File: src/rtl/draw_pkg.sv
// Shared encodings for the shape-capture controller: draw modes, FSM states and
// the per-mode point requirement.
package draw_pkg;

    typedef enum logic [1:0] {
        MODE_FREEHAND = 2'd0,
        MODE_RECT     = 2'd1,
        MODE_LINE     = 2'd2,
        MODE_POLY     = 2'd3
    } draw_mode_e;

    typedef enum logic {
        ST_COLLECT = 1'b0,
        ST_PENDING = 1'b1
    } cap_state_e;

    // Any mode index at or beyond MODE_POLY is a polygon and fills the whole buffer.
    function automatic int pts_needed(input int mode, input int max_pts);
        if (mode == int'(MODE_FREEHAND)) begin
            return 0;
        end else if (mode <= int'(MODE_LINE)) begin
            return 2;
        end else begin
            return max_pts;
        end
    endfunction

endpackage

File: src/rtl/btn_edge.sv
// Rising-edge detector for one already-debounced button level.
module btn_edge (
    input  logic clk,
    input  logic rst,
    input  logic btn,
    output logic rise
);

    logic btn_q;

    always_ff @(posedge clk) begin
        if (rst) begin
            btn_q <= 1'b0;
        end else begin
            btn_q <= btn;
        end
    end

    assign rise = btn & ~btn_q;

endmodule

File: src/rtl/shape_capture_ctrl.sv
// Draw-mode controller: cycles modes, captures cursor points, hands the finished
// shape to the rasteriser over valid/ready. Optional undo button: SHAPE_UNDO_EN.
module shape_capture_ctrl
    import draw_pkg::*;
#(
    parameter  int COORD_W   = 8,
    parameter  int NUM_MODES = 4,
    parameter  int MAX_PTS   = 3,
    localparam int MODE_W    = $clog2(NUM_MODES),
    localparam int IDX_W     = $clog2(MAX_PTS + 1)
) (
    input  logic                       clk,
    input  logic                       rst,
    input  logic                       btn_mode,
    input  logic                       btn_point,
    input  logic                       btn_cancel,
    input  logic                       btn_undo,
    input  logic [COORD_W-1:0]         x_pos,
    input  logic [COORD_W-1:0]         y_pos,
    output logic [MODE_W-1:0]          mode,
    output logic [IDX_W-1:0]           pt_count,
    output logic [MAX_PTS*COORD_W-1:0] pts_x,
    output logic [MAX_PTS*COORD_W-1:0] pts_y,
    output logic                       shape_valid,
    input  logic                       shape_ready
);

    localparam int BTN_MODE   = 0;
    localparam int BTN_POINT  = 1;
    localparam int BTN_CANCEL = 2;
`ifdef SHAPE_UNDO_EN
    localparam int BTN_UNDO   = 3;
    localparam int NUM_BTN    = 4;
`else
    localparam int NUM_BTN    = 3;
`endif

    logic [NUM_BTN-1:0] btn_lvl;
    logic [NUM_BTN-1:0] btn_rise;
    logic               mode_rise;
    logic               point_rise;
    logic               cancel_rise;
    logic               undo_rise;

    assign btn_lvl[BTN_MODE]   = btn_mode;
    assign btn_lvl[BTN_POINT]  = btn_point;
    assign btn_lvl[BTN_CANCEL] = btn_cancel;

`ifdef SHAPE_UNDO_EN
    assign btn_lvl[BTN_UNDO] = btn_undo;
    assign undo_rise         = btn_rise[BTN_UNDO];
`else
    logic unused_btn_undo;
    assign unused_btn_undo = btn_undo;
    assign undo_rise       = 1'b0;
`endif

    genvar gi;
    generate
        for (gi = 0; gi < NUM_BTN; gi++) begin : g_btn
            btn_edge u_edge (
                .clk  (clk),
                .rst  (rst),
                .btn  (btn_lvl[gi]),
                .rise (btn_rise[gi])
            );
        end
    endgenerate

    assign mode_rise   = btn_rise[BTN_MODE];
    assign point_rise  = btn_rise[BTN_POINT];
    assign cancel_rise = btn_rise[BTN_CANCEL];

    cap_state_e         state_q, state_d;
    logic [MODE_W-1:0]  mode_q, mode_d;
    logic [IDX_W-1:0]   cnt_q, cnt_d;
    logic [IDX_W-1:0]   need;
    logic               wr_en;
    logic [COORD_W-1:0] pts_x_q [MAX_PTS];
    logic [COORD_W-1:0] pts_y_q [MAX_PTS];

    always_comb begin
        need = IDX_W'(pts_needed(int'(mode_q), MAX_PTS));
    end

    always_ff @(posedge clk) begin
        if (rst) begin
            state_q <= ST_COLLECT;
            mode_q  <= '0;
            cnt_q   <= '0;
        end else begin
            state_q <= state_d;
            mode_q  <= mode_d;
            cnt_q   <= cnt_d;
        end
    end

    // Edges in priority order cancel > mode > undo > point; lower ones are dropped.
    always_comb begin
        state_d = state_q;
        mode_d  = mode_q;
        cnt_d   = cnt_q;
        wr_en   = 1'b0;
        case (state_q)
            ST_COLLECT: begin
                if (cancel_rise) begin
                    cnt_d = '0;
                end else if (mode_rise) begin
                    mode_d = (mode_q == MODE_W'(NUM_MODES - 1)) ? '0 : mode_q + 1'b1;
                    cnt_d  = '0;
                end else if (undo_rise) begin
                    if (cnt_q != '0) begin
                        cnt_d = cnt_q - 1'b1;
                    end
                end else if (point_rise && (need != '0)) begin
                    wr_en = 1'b1;
                    cnt_d = cnt_q + 1'b1;
                    if (cnt_q == need - 1'b1) begin
                        state_d = ST_PENDING;
                    end
                end
            end
            ST_PENDING: begin
                if (shape_ready) begin
                    state_d = ST_COLLECT;
                    cnt_d   = '0;
                end
            end
            default: begin
                state_d = ST_COLLECT;
            end
        endcase
    end

    always_comb begin
        shape_valid = (state_q == ST_PENDING);
        mode        = mode_q;
        pt_count    = cnt_q;
    end

    // Each slot loads only when the write pointer lands on it; old data survives cancel/undo.
    generate
        for (gi = 0; gi < MAX_PTS; gi++) begin : g_slot
            always_ff @(posedge clk) begin
                if (rst) begin
                    pts_x_q[gi] <= '0;
                    pts_y_q[gi] <= '0;
                end else if (wr_en && (cnt_q == IDX_W'(gi))) begin
                    pts_x_q[gi] <= x_pos;
                    pts_y_q[gi] <= y_pos;
                end
            end

            assign pts_x[gi*COORD_W +: COORD_W] = pts_x_q[gi];
            assign pts_y[gi*COORD_W +: COORD_W] = pts_y_q[gi];
        end
    endgenerate

endmodule
File: config.mk
export PLATFORM = sky130hd
export DESIGN_NAME = shape_capture_ctrl
export DESIGN_NICKNAME = d
export VERILOG_FILES = /design/src/rtl/draw_pkg.sv /design/src/rtl/btn_edge.sv /design/src/rtl/shape_capture_ctrl.sv
export SDC_FILE = /design/constraint.sdc
export NUM_CORES = 1
export LEC_CHECK = 0
export CAP_MARGIN = 15
export CORE_AREA = 2 2 79 81
export DETAILED_ROUTE_END_ITERATION = 8
export DIE_AREA = 0 0 81 83
export PLACE_DENSITY_LB_ADDON = 0.08
export SYNTH_ARGS = -nofsm -noshare
export SYNTH_HDL_FRONTEND = slang
export SYNTH_HIERARCHICAL = 1
export SYNTH_SLANG_ARGS = --single-unit
File: constraint.sdc
create_clock -name clk -period 2.3 [get_ports clk]
set_input_delay 0.23 -clock clk [delete_from_list [all_inputs] [get_ports clk]]
set_output_delay 0.23 -clock clk [all_outputs]
set_load 0.1 [all_outputs]
==> impl_table.tex, run 1 <==
\begin{tabular}{lr}
\hline
Metric & Value \\
\hline
\multicolumn{2}{l}{\textbf{Worst setup path}} \\
Critical path destination & pts\_y\_q[2][0] \\
Worst setup SP type & register \\
Setup slack, reg-to-reg & 0.66 ns \\
CP delay by family, top & simple AND/OR/NAND/NOR gates \\
Launching element of the worst setup path & mode[0] \\
Critical Path End Type & register \\
Worst-path cell with the longest stage delay & sky130\_fd\_sc\_hd\_\_dfxtp\_2 \\
R2R Path End & pts\_y\_q[2][0] \\
Count of buffer and inverter cells on the critical path & 2 \\
Required @ worst endpoint & 2.29 ns \\
Maximum single-stage delay on the critical path & 0.37 ns \\
Data arrival, critical path & 1.63 ns \\
R2R cell count & 6 \\
Beginning of the worst register-to-register path & mode[0] \\
Logic depth of the worst setup path including buffers & 6 \\
Critical path start-end classification & reg -> reg \\
Maximum fanout encountered on the critical timing path & 16 \\
Critical Path, Cell by Cell & inv\_1 -> ha\_1 -> and2b\_1 -> nand3\_2 -> nand2b\_1 -> buf\_4 \\
\multicolumn{2}{l}{\textbf{Logic synthesis}} \\
Net count after synthesis & 193 \\
Syn Inst Count & 165 \\
Cell with the most instances after synthesis & sky130\_fd\_sc\_hd\_\_nor2\_1 \\
Sequential-to-total area share from yosys stat & 70.8\% \\
Count of cell types in the netlist & 24 \\
Flip-flop and latch count after synthesis & 56 \\
Dominant synthesized flop cell & sky130\_fd\_sc\_hd\_\_edfxtp\_1 \\
Cell area after synthesis & 2260 sq um \\
Most frequent cells after synthesis & 51 x sky130\_fd\_sc\_hd\_\_nor2\_1, 48 x sky130\_fd\_sc\_hd\_\_edfxtp\_1, 19 x sky130\_fd\_sc\_hd\_\_nand2b\_1, 8 x sky130\_fd\_sc\_hd\_\_dfxtp\_1, 6 x sky130\_fd\_sc\_hd\_\_nor2b\_4 \\
Proportion of register bits with asynchronous set or reset after synthesis & 0\% \\
Library cell with the largest summed area after synthesis & sky130\_fd\_sc\_hd\_\_edfxtp\_1 \\
Synthesized area per cell & 13.7 sq um \\
Yosys warns & 6 \\
Count of flip-flops with a built-in enable after synthesis & 48 \\
Top area cells in the synthesized netlist & sky130\_fd\_sc\_hd\_\_edfxtp\_1 64\%, sky130\_fd\_sc\_hd\_\_nor2\_1 8.5\%, sky130\_fd\_sc\_hd\_\_dfxtp\_1 7.1\% \\
Synth top area share & 63.8\% \\
\multicolumn{2}{l}{\textbf{Route}} \\
Final routed DRC violation total & 0 \\
Average wire per cell in the routed design & 14.0 microns \\
Starting DRT DRC Count & 70 \\
Final antenna-violating net count & 0 \\
Vias & 1482 \\
TritonRoute pass-1 iters & 4 \\
Final wirelength & 4580 microns \\
Ratio of routed vias to standard cells & 4.55 \\
\multicolumn{2}{l}{\textbf{Power}} \\
Maximum VDD drop & 253 uV \\
Power share of the sequential group & 49.6\% \\
Clk pwr share & 31.0\% \\
Internal Dissipation & 0.00168 W \\
Fraction of power spent switching nets & 27.7\% \\
Leakage & 1.25 nW \\
Switching Power & 0.000641 W \\
Share of total power in combinational logic & 19.4\% \\
Ratio of total power to cell area & 738 nW/um\^{}2 \\
\multicolumn{2}{l}{\textbf{Die}} \\
I/O pins & 76 \\
Core region area & 5820 sq um \\
Vertical extent of the die & 83 microns \\
Initial cell density of the core & 38.9\% \\
Total number of placement rows & 28 \\
DIE WIDTH & 81 microns \\
Die footprint & 6720 sq um \\
\multicolumn{2}{l}{\textbf{GRT}} \\
Antenna violations before repair & 0 \\
Overflow after GRT & 0 \\
Overall fraction of global-route tracks in use & 14.3\% \\
Largest net degree at the start of global routing & 17 \\
Wire length of the first global-routing pass & 7250 microns \\
Number of global-route vias before repair & 1446 \\
\multicolumn{2}{l}{\textbf{Clocking}} \\
Clk sink count & 56 \\
Post-CTS setup buffer count & 0 \\
TritonCTS clock tree & built \\
Clk buf depth & 2 \\
Clock slew seen by the registers of the worst setup and hold paths & 0.09 ns \\
CTS buffer count & 5 \\
Number of gates resized after cts & 0 \\
Number of buffers added to fix hold violations after cts & 0 \\
Clock root cell & sky130\_fd\_sc\_hd\_\_clkbuf\_8 \\
H-tree level count & 2 \\
Source-to-sink clock delay at the later pin of the worst-skew pair & 0.30 ns \\
\multicolumn{2}{l}{\textbf{Place}} \\
Dpl cell area & 3010 sq um \\
Routability congestion estimate & 0.715 \\
Number of buffers inserted by port buffering & 74 \\
Detailed-placement wirelength estimate & 3240 microns \\
\multicolumn{2}{l}{\textbf{STA}} \\
Ratio of final minimum period to clock period & 71.4\% \\
Clock period minus final worst setup slack & 1.64 ns \\
Final setup violation count & 0 \\
Setup total negative slack & 0 ns \\
RSZ-0062 raised after global routing & false \\
Max-slew violation count & 0 \\
Headroom to the max-slew limit & 67.8\% \\
Slew at the pin closest to its max-slew limit & 0.482 ns \\
Number of failing hold endpoints at the final stage & 0 \\
Maximum achievable frequency & 609 MHz \\
Skew final & 0.00555 ns \\
\multicolumn{2}{l}{\textbf{Layout}} \\
End-of-flow core utilization & 54.0\% \\
Proportion of layout cells with a drive suffix above 1 & 33.5\% \\
Filler cell count in the final layout & 554 \\
Area grow syn2layout & 39.0\% \\
N\_diodes & 0 \\
Count of nets after finishing & 279 \\
Post-route standard cell area excluding fillers & 3140 sq um \\
\multicolumn{2}{l}{\textbf{Hold path}} \\
Class of the tightest hold or removal check & in -> reg \\
Hold Path Origin & btn\_cancel \\
\multicolumn{2}{l}{\textbf{Flow run}} \\
Max-capacitance violation count & 0 \\
\multicolumn{2}{l}{\textbf{Outcome}} \\
Status & finished, final reports clean \\
\hline
\end{tabular}
==> area by class of cell <==
type,count,area (sq um),area share [%]
flip-flops and latches,56,1610,51.1
repair buffers,84,683,21.7
multi-input cells,99,612,19.5
well taps,75,93.8,2.99
clock buffers,5,68.8,2.19
clock inverters,2,60.1,1.91
inverters,5,18.8,0.597
==> stage by stage <==
stage	worst slack, ns	hold slack [ns]	power (W)	std cells
5_1_grt	0.546	0.513	0.00241	326
6_report	0.658	0.518	0.00232	326
4_1_cts	0.639	0.511	0.00235	326
2_1_floorplan	0.0762	0.294	0.00151	165
3_3_place_gp	0.410	0.520	0.00163	319
3_5_place_dp	0.413	0.512	0.00163	319
==> metal layers <==
layer	track usage (%)	wire (microns)	vias to the layer above
met5	0	0	-
met4	5.08	65	0
met3	3.59	299	6
met2	24.0	2360	52
met1	17.6	1860	696
li1	-	-	728
==> worst min-delay path by stage <==
| stage | to | cells after the start |
|---|---|---|
| after floorplan | g_btn[0].u_edge/btn_q | 1 |
| after global placement | mode[1] | 2 |
| after detailed placement | mode[1] | 2 |
| after CTS | g_btn[2].u_edge/btn_q | 2 |
| after global routing | g_btn[2].u_edge/btn_q | 2 |
| final | g_btn[2].u_edge/btn_q | 2 |
==> cell usage in the layout (no fill, tap or decap), types with 2 or more instances in the layout <==
cell,synthesis,routed
sky130_fd_sc_hd__buf_4,0,63
sky130_fd_sc_hd__bufinv_16,0,2
sky130_fd_sc_hd__clkbuf_8,0,5
sky130_fd_sc_hd__clkdlybuf4s50_1,0,21
sky130_fd_sc_hd__dfxtp_1,8,4
sky130_fd_sc_hd__dfxtp_2,0,4
sky130_fd_sc_hd__edfxtp_1,48,48
sky130_fd_sc_hd__ha_1,5,5
sky130_fd_sc_hd__inv_1,5,5
sky130_fd_sc_hd__mux2i_1,3,3
sky130_fd_sc_hd__nand2b_1,19,19
sky130_fd_sc_hd__nand3_2,2,2
sky130_fd_sc_hd__nor2_1,51,51
sky130_fd_sc_hd__nor2b_4,6,6
sky130_fd_sc_hd__xnor2_1,2,2
==> registers in the layout, indices dropped and copies added, names as in the netlist <==
register and cells:
g_btn.u_edge/btn_q 3, mode 2, pt_count 2, pts_x_q 24
pts_y_q 24, shape_valid 1
==> logic make-up (layout without fill, tap and decap cells) <==
kind of cell	count (synthesis)	after routing	share of synthesized area [%]
flip-flops	56	56	70.8
AND/OR/NAND/NOR	86	86	20.9
adder cells (fa/ha/maj)	5	5	2.77
XOR/XNOR	2	2	0.775
AO/OA/AOI/OAI	3	3	1.27
buffers and inverters	10	96	2.10
multiplexers	3	3	1.33
==> power by group through the flow <==
stage / logic [W] / clock network, W / registers [W]
floorplan: 0.0000690 / 0 / 0.00144
global placement: 0.000453 / 0 / 0.00117
detailed placement: 0.000454 / 0 / 0.00118
CTS: 0.000455 / 0.000739 / 0.00115
global route: 0.000468 / 0.000783 / 0.00115
finish: 0.000451 / 0.000718 / 0.00115
No activity file was read; power rests on OpenSTA's default activity.
==> run 2, diff against run 1 <==
==> constraint.sdc (replaced) <==
create_clock -name clk -period 1.5 [get_ports clk]
set_input_delay 0.15 -clock clk [delete_from_list [all_inputs] [get_ports clk]]
set_output_delay 0.15 -clock clk [all_outputs]
set_load 0.1 [all_outputs]
==> run 2 against run 1 <==
Net effect: register-to-register slack got worse by 0.62 ns; sequential cell count unchanged; global-route usage increased by 1.7 points; power increased by 55%; via count increased by 4.9%; clock skew increased by 0.00051 ns; sequential share of layout area decreased by 10 points; sequential power increased by 56%; worst hold slack got worse by 0.078 ns; maximum frequency increased by 12%; critical path depth decreased by 1; critical endpoint is now pts_y_q[2][3]; largest cell class unchanged; largest power group unchanged; highest routed layer unchanged.
==> impl_table.tex, run 2 (synthesis gave the netlist of run 1 again) <==
\begin{tabular}{lr}
\hline
Metric & Value \\
\hline
\multicolumn{2}{l}{\textbf{Outcome}} \\
Status & finished, final reports clean (unchanged) \\
\multicolumn{2}{l}{\textbf{Layout}} \\
Most common cell after layout, fill and taps aside & sky130\_fd\_sc\_hd\_\_buf\_12 (was sky130\_fd\_sc\_hd\_\_buf\_4) \\
Leading cell types in the layout, fill and taps excluded & 53 x sky130\_fd\_sc\_hd\_\_buf\_12, 49 x sky130\_fd\_sc\_hd\_\_nor2\_1, 48 x sky130\_fd\_sc\_hd\_\_edfxtp\_1, 21 x sky130\_fd\_sc\_hd\_\_clkdlybuf4s50\_1, 16 x sky130\_fd\_sc\_hd\_\_nand2b\_1 (was 63 x sky130\_fd\_sc\_hd\_\_buf\_4, 51 x sky130\_fd\_sc\_hd\_\_nor2\_1, 48 x sky130\_fd\_sc\_hd\_\_edfxtp\_1, 21 x sky130\_fd\_sc\_hd\_\_clkdlybuf4s50\_1, 19 x sky130\_fd\_sc\_hd\_\_nand2b\_1) \\
Proportion of layout cells with a drive suffix above 1 & 41.4\% (was 33.5\%) \\
Area grow syn2layout & 75.9\% (was 39.0\%) \\
N\_diodes & 0 (unchanged) \\
Count of nets after finishing & 288 (was 279) \\
Largest registers & pts\_x\_q (24), pts\_y\_q (24), g\_btn.u\_edge/btn\_q (3) (unchanged) \\
\multicolumn{2}{l}{\textbf{Clocking}} \\
CTS buffer count & 5 (unchanged) \\
Source-to-sink clock delay at the later pin of the worst-skew pair & 0.30 ns (about the same) \\
H-tree level count & 2 (unchanged) \\
TritonCTS clock tree & built (unchanged) \\
Clock root cell & sky130\_fd\_sc\_hd\_\_clkbuf\_8 (unchanged) \\
Clk buf depth & 2 (unchanged) \\
Clock slew seen by the registers of the worst setup and hold paths & 0.09 ns (about the same) \\
Clk sink count & 56 (unchanged) \\
\multicolumn{2}{l}{\textbf{Worst setup path}} \\
Worst setup SP type & register (unchanged) \\
Critical Path End Type & register (unchanged) \\
Count of buffer and inverter cells on the critical path & 1 (was 2) \\
Critical path start-end classification & reg -> reg (unchanged) \\
CP delay by family, top & simple AND/OR/NAND/NOR gates (unchanged) \\
Maximum single-stage delay on the critical path & 0.35 ns (was 0.37 ns) \\
Data arrival, critical path & 1.47 ns (was 1.63 ns) \\
Maximum fanout encountered on the critical timing path & 8 (was 16) \\
Critical Path, Cell by Cell & inv\_2 -> ha\_2 -> and2b\_4 -> nand3\_4 -> nand2b\_4 (was inv\_1 -> ha\_1 -> and2b\_1 -> nand3\_2 -> nand2b\_1 -> buf\_4) \\
Worst-path cell with the longest stage delay & sky130\_fd\_sc\_hd\_\_dfxtp\_4 (was sky130\_fd\_sc\_hd\_\_dfxtp\_2) \\
Setup slack, reg-to-reg & 0.04 ns (was 0.66 ns) \\
Required @ worst endpoint & 1.51 ns (was 2.29 ns) \\
\multicolumn{2}{l}{\textbf{GRT}} \\
Number of global-route vias before repair & 1577 (was 1446) \\
Antenna violations before repair & 0 (unchanged) \\
Overflow after GRT & 0 (unchanged) \\
Overall fraction of global-route tracks in use & 16.0\% (was 14.3\%) \\
Largest net degree at the start of global routing & 17 (unchanged) \\
Wire length of the first global-routing pass & 7980 microns (was 7250 microns) \\
\multicolumn{2}{l}{\textbf{Route}} \\
Final antenna-violating net count & 0 (unchanged) \\
Final wirelength & 5150 microns (was 4580 microns) \\
Uppermost routed layer & met4 (unchanged) \\
Met2 wire length & 2650 microns (was 2360 microns) \\
Ratio of routed vias to standard cells & 4.63 (was 4.55) \\
Final routed DRC violation total & 0 (unchanged) \\
Met1 layer wirelength in the final routing & 2070 microns (was 1860 microns) \\
Length of routed met3 wiring & 371 microns (was 299 microns) \\
TritonRoute pass-1 iters & 4 (unchanged) \\
Average wire per cell in the routed design & 15.3 microns (was 14.0 microns) \\
Vias & 1555 (was 1482) \\
Starting DRT DRC Count & 77 (was 70) \\
\multicolumn{2}{l}{\textbf{STA}} \\
Slew at the pin closest to its max-slew limit & 0.360 ns (was 0.482 ns) \\
Maximum achievable frequency & 684 MHz (was 609 MHz) \\
RSZ-0062 raised after global routing & true (was false) \\
Headroom to the max-slew limit & 75.9\% (was 67.8\%) \\
Skew final & 0.00606 ns (was 0.00555 ns) \\
Clock period minus final worst setup slack & 1.46 ns (was 1.64 ns) \\
Number of failing hold endpoints at the final stage & 0 (unchanged) \\
Final setup violation count & 0 (unchanged) \\
Max-slew violation count & 0 (unchanged) \\
Setup total negative slack & 0 ns (unchanged) \\
Ratio of final minimum period to clock period & 97.5\% (was 71.4\%) \\
Worst hold margin & 0.440 ns (was 0.518 ns) \\
\multicolumn{2}{l}{\textbf{Die}} \\
Total number of placement rows & 28 (unchanged) \\
I/O pins & 76 (unchanged) \\
Vertical extent of the die & 83 microns (unchanged) \\
DIE WIDTH & 81 microns (unchanged) \\
Die footprint & 6720 sq um (unchanged) \\
Core region area & 5820 sq um (unchanged) \\
Initial cell density of the core & 38.9\% (unchanged) \\
\multicolumn{2}{l}{\textbf{Place}} \\
Routability congestion estimate & 0.740 (was 0.715) \\
Detailed-placement wirelength estimate & 3680 microns (was 3240 microns) \\
Number of buffers inserted by port buffering & 74 (unchanged) \\
\multicolumn{2}{l}{\textbf{Power}} \\
Maximum VDD drop & 613 uV (was 253 uV) \\
Ratio of total power to cell area & 905 nW/um\^{}2 (was 738 nW/um\^{}2) \\
Leakage & 1.54 nW (was 1.25 nW) \\
\multicolumn{2}{l}{\textbf{Hold path}} \\
Class of the tightest hold or removal check & in -> reg (unchanged) \\
\multicolumn{2}{l}{\textbf{Flow run}} \\
Max-capacitance violation count & 0 (unchanged) \\
\hline
\end{tabular}
## run 2: changes by cell type in the layout (fill, tap and decap cells not counted), sizes merged
cell,delta
buf,+7
bufinv,-1
clkbuf,+1
clkinv,+1
nand2b,+2
## run 2: final cells by class
class	count	area, sq um
Multi-Input combinational cell	101	722
Clock inverter	2	35.0
Inverter	5	21.3
Timing Repair Buffer	91	1410
Sequential cell	56	1620
Clock buffer	6	72.6
Fill cell	428	1840
Tap cell	75	93.8
## run 2: timing repair
| item | in CTS | in global routing |
|---|---|---|
| hold buffers | 0 | 0 |
| pin swaps | 0 | 1 |
| hold endpoints to repair | 0 | 0 |
| cloned | 1 | 1 |
| gates resized for setup | 2 | 8 |
| setup buffers | 0 | 0 |
| endpoints found under the setup margin | 32 | 41 |
## run 2: worst paths after layout
check | end | startpoint | depth (start not counted)
max | pts_y_q[2][3] | mode[1] | 5
min | g_btn[1].u_edge/btn_q | btn_point | 2
max reg2reg | pts_y_q[2][3] | mode[1] | 5
min reg2reg | pt_count[0] | pt_count[0] | 2
## run 2: per-layer routing
metal | vias up | track usage [%]
met2 | 55 | 27.3
li1 | 753 | -
met3 | 5 | 5.22
met4 | 0 | 4.62
met1 | 742 | 18.9
met5 | - | 0
## run 2: through the flow
stage | util, % | instances | worst slack (ns) | instance area [sq um] | total power, W
2_1_floorplan | - | 165 | -0.169 | 2340 | 0.00232
3_3_place_gp | 65.4 | 326 | -0.219 | 3800 | 0.00268
3_5_place_dp | 65.4 | 326 | -0.275 | 3800 | 0.00269
4_1_cts | 67.6 | 335 | 0.00113 | 3930 | 0.00363
5_1_grt | 68.4 | 336 | -0.0199 | 3980 | 0.00371
6_report | 68.4 | 336 | 0.0373 | 3980 | 0.00360
## run 2: worst register-to-register path: cells and delay by family, from the launching register on
family / cells / cell delay (ns)
and+or+nand+nor: 3 / 0.63
buffers and inverters: 1 / 0.03
adders and majority gates: 1 / 0.16
DFF: 1 / 0.35
## run 2: report_power, final
part,leakage (nW),switching [W],internal [W]
Sequential,0.565,0.0000490,0.00174
Clock,0.0552,0.000448,0.000496
Combinational,0.924,0.000537,0.000330
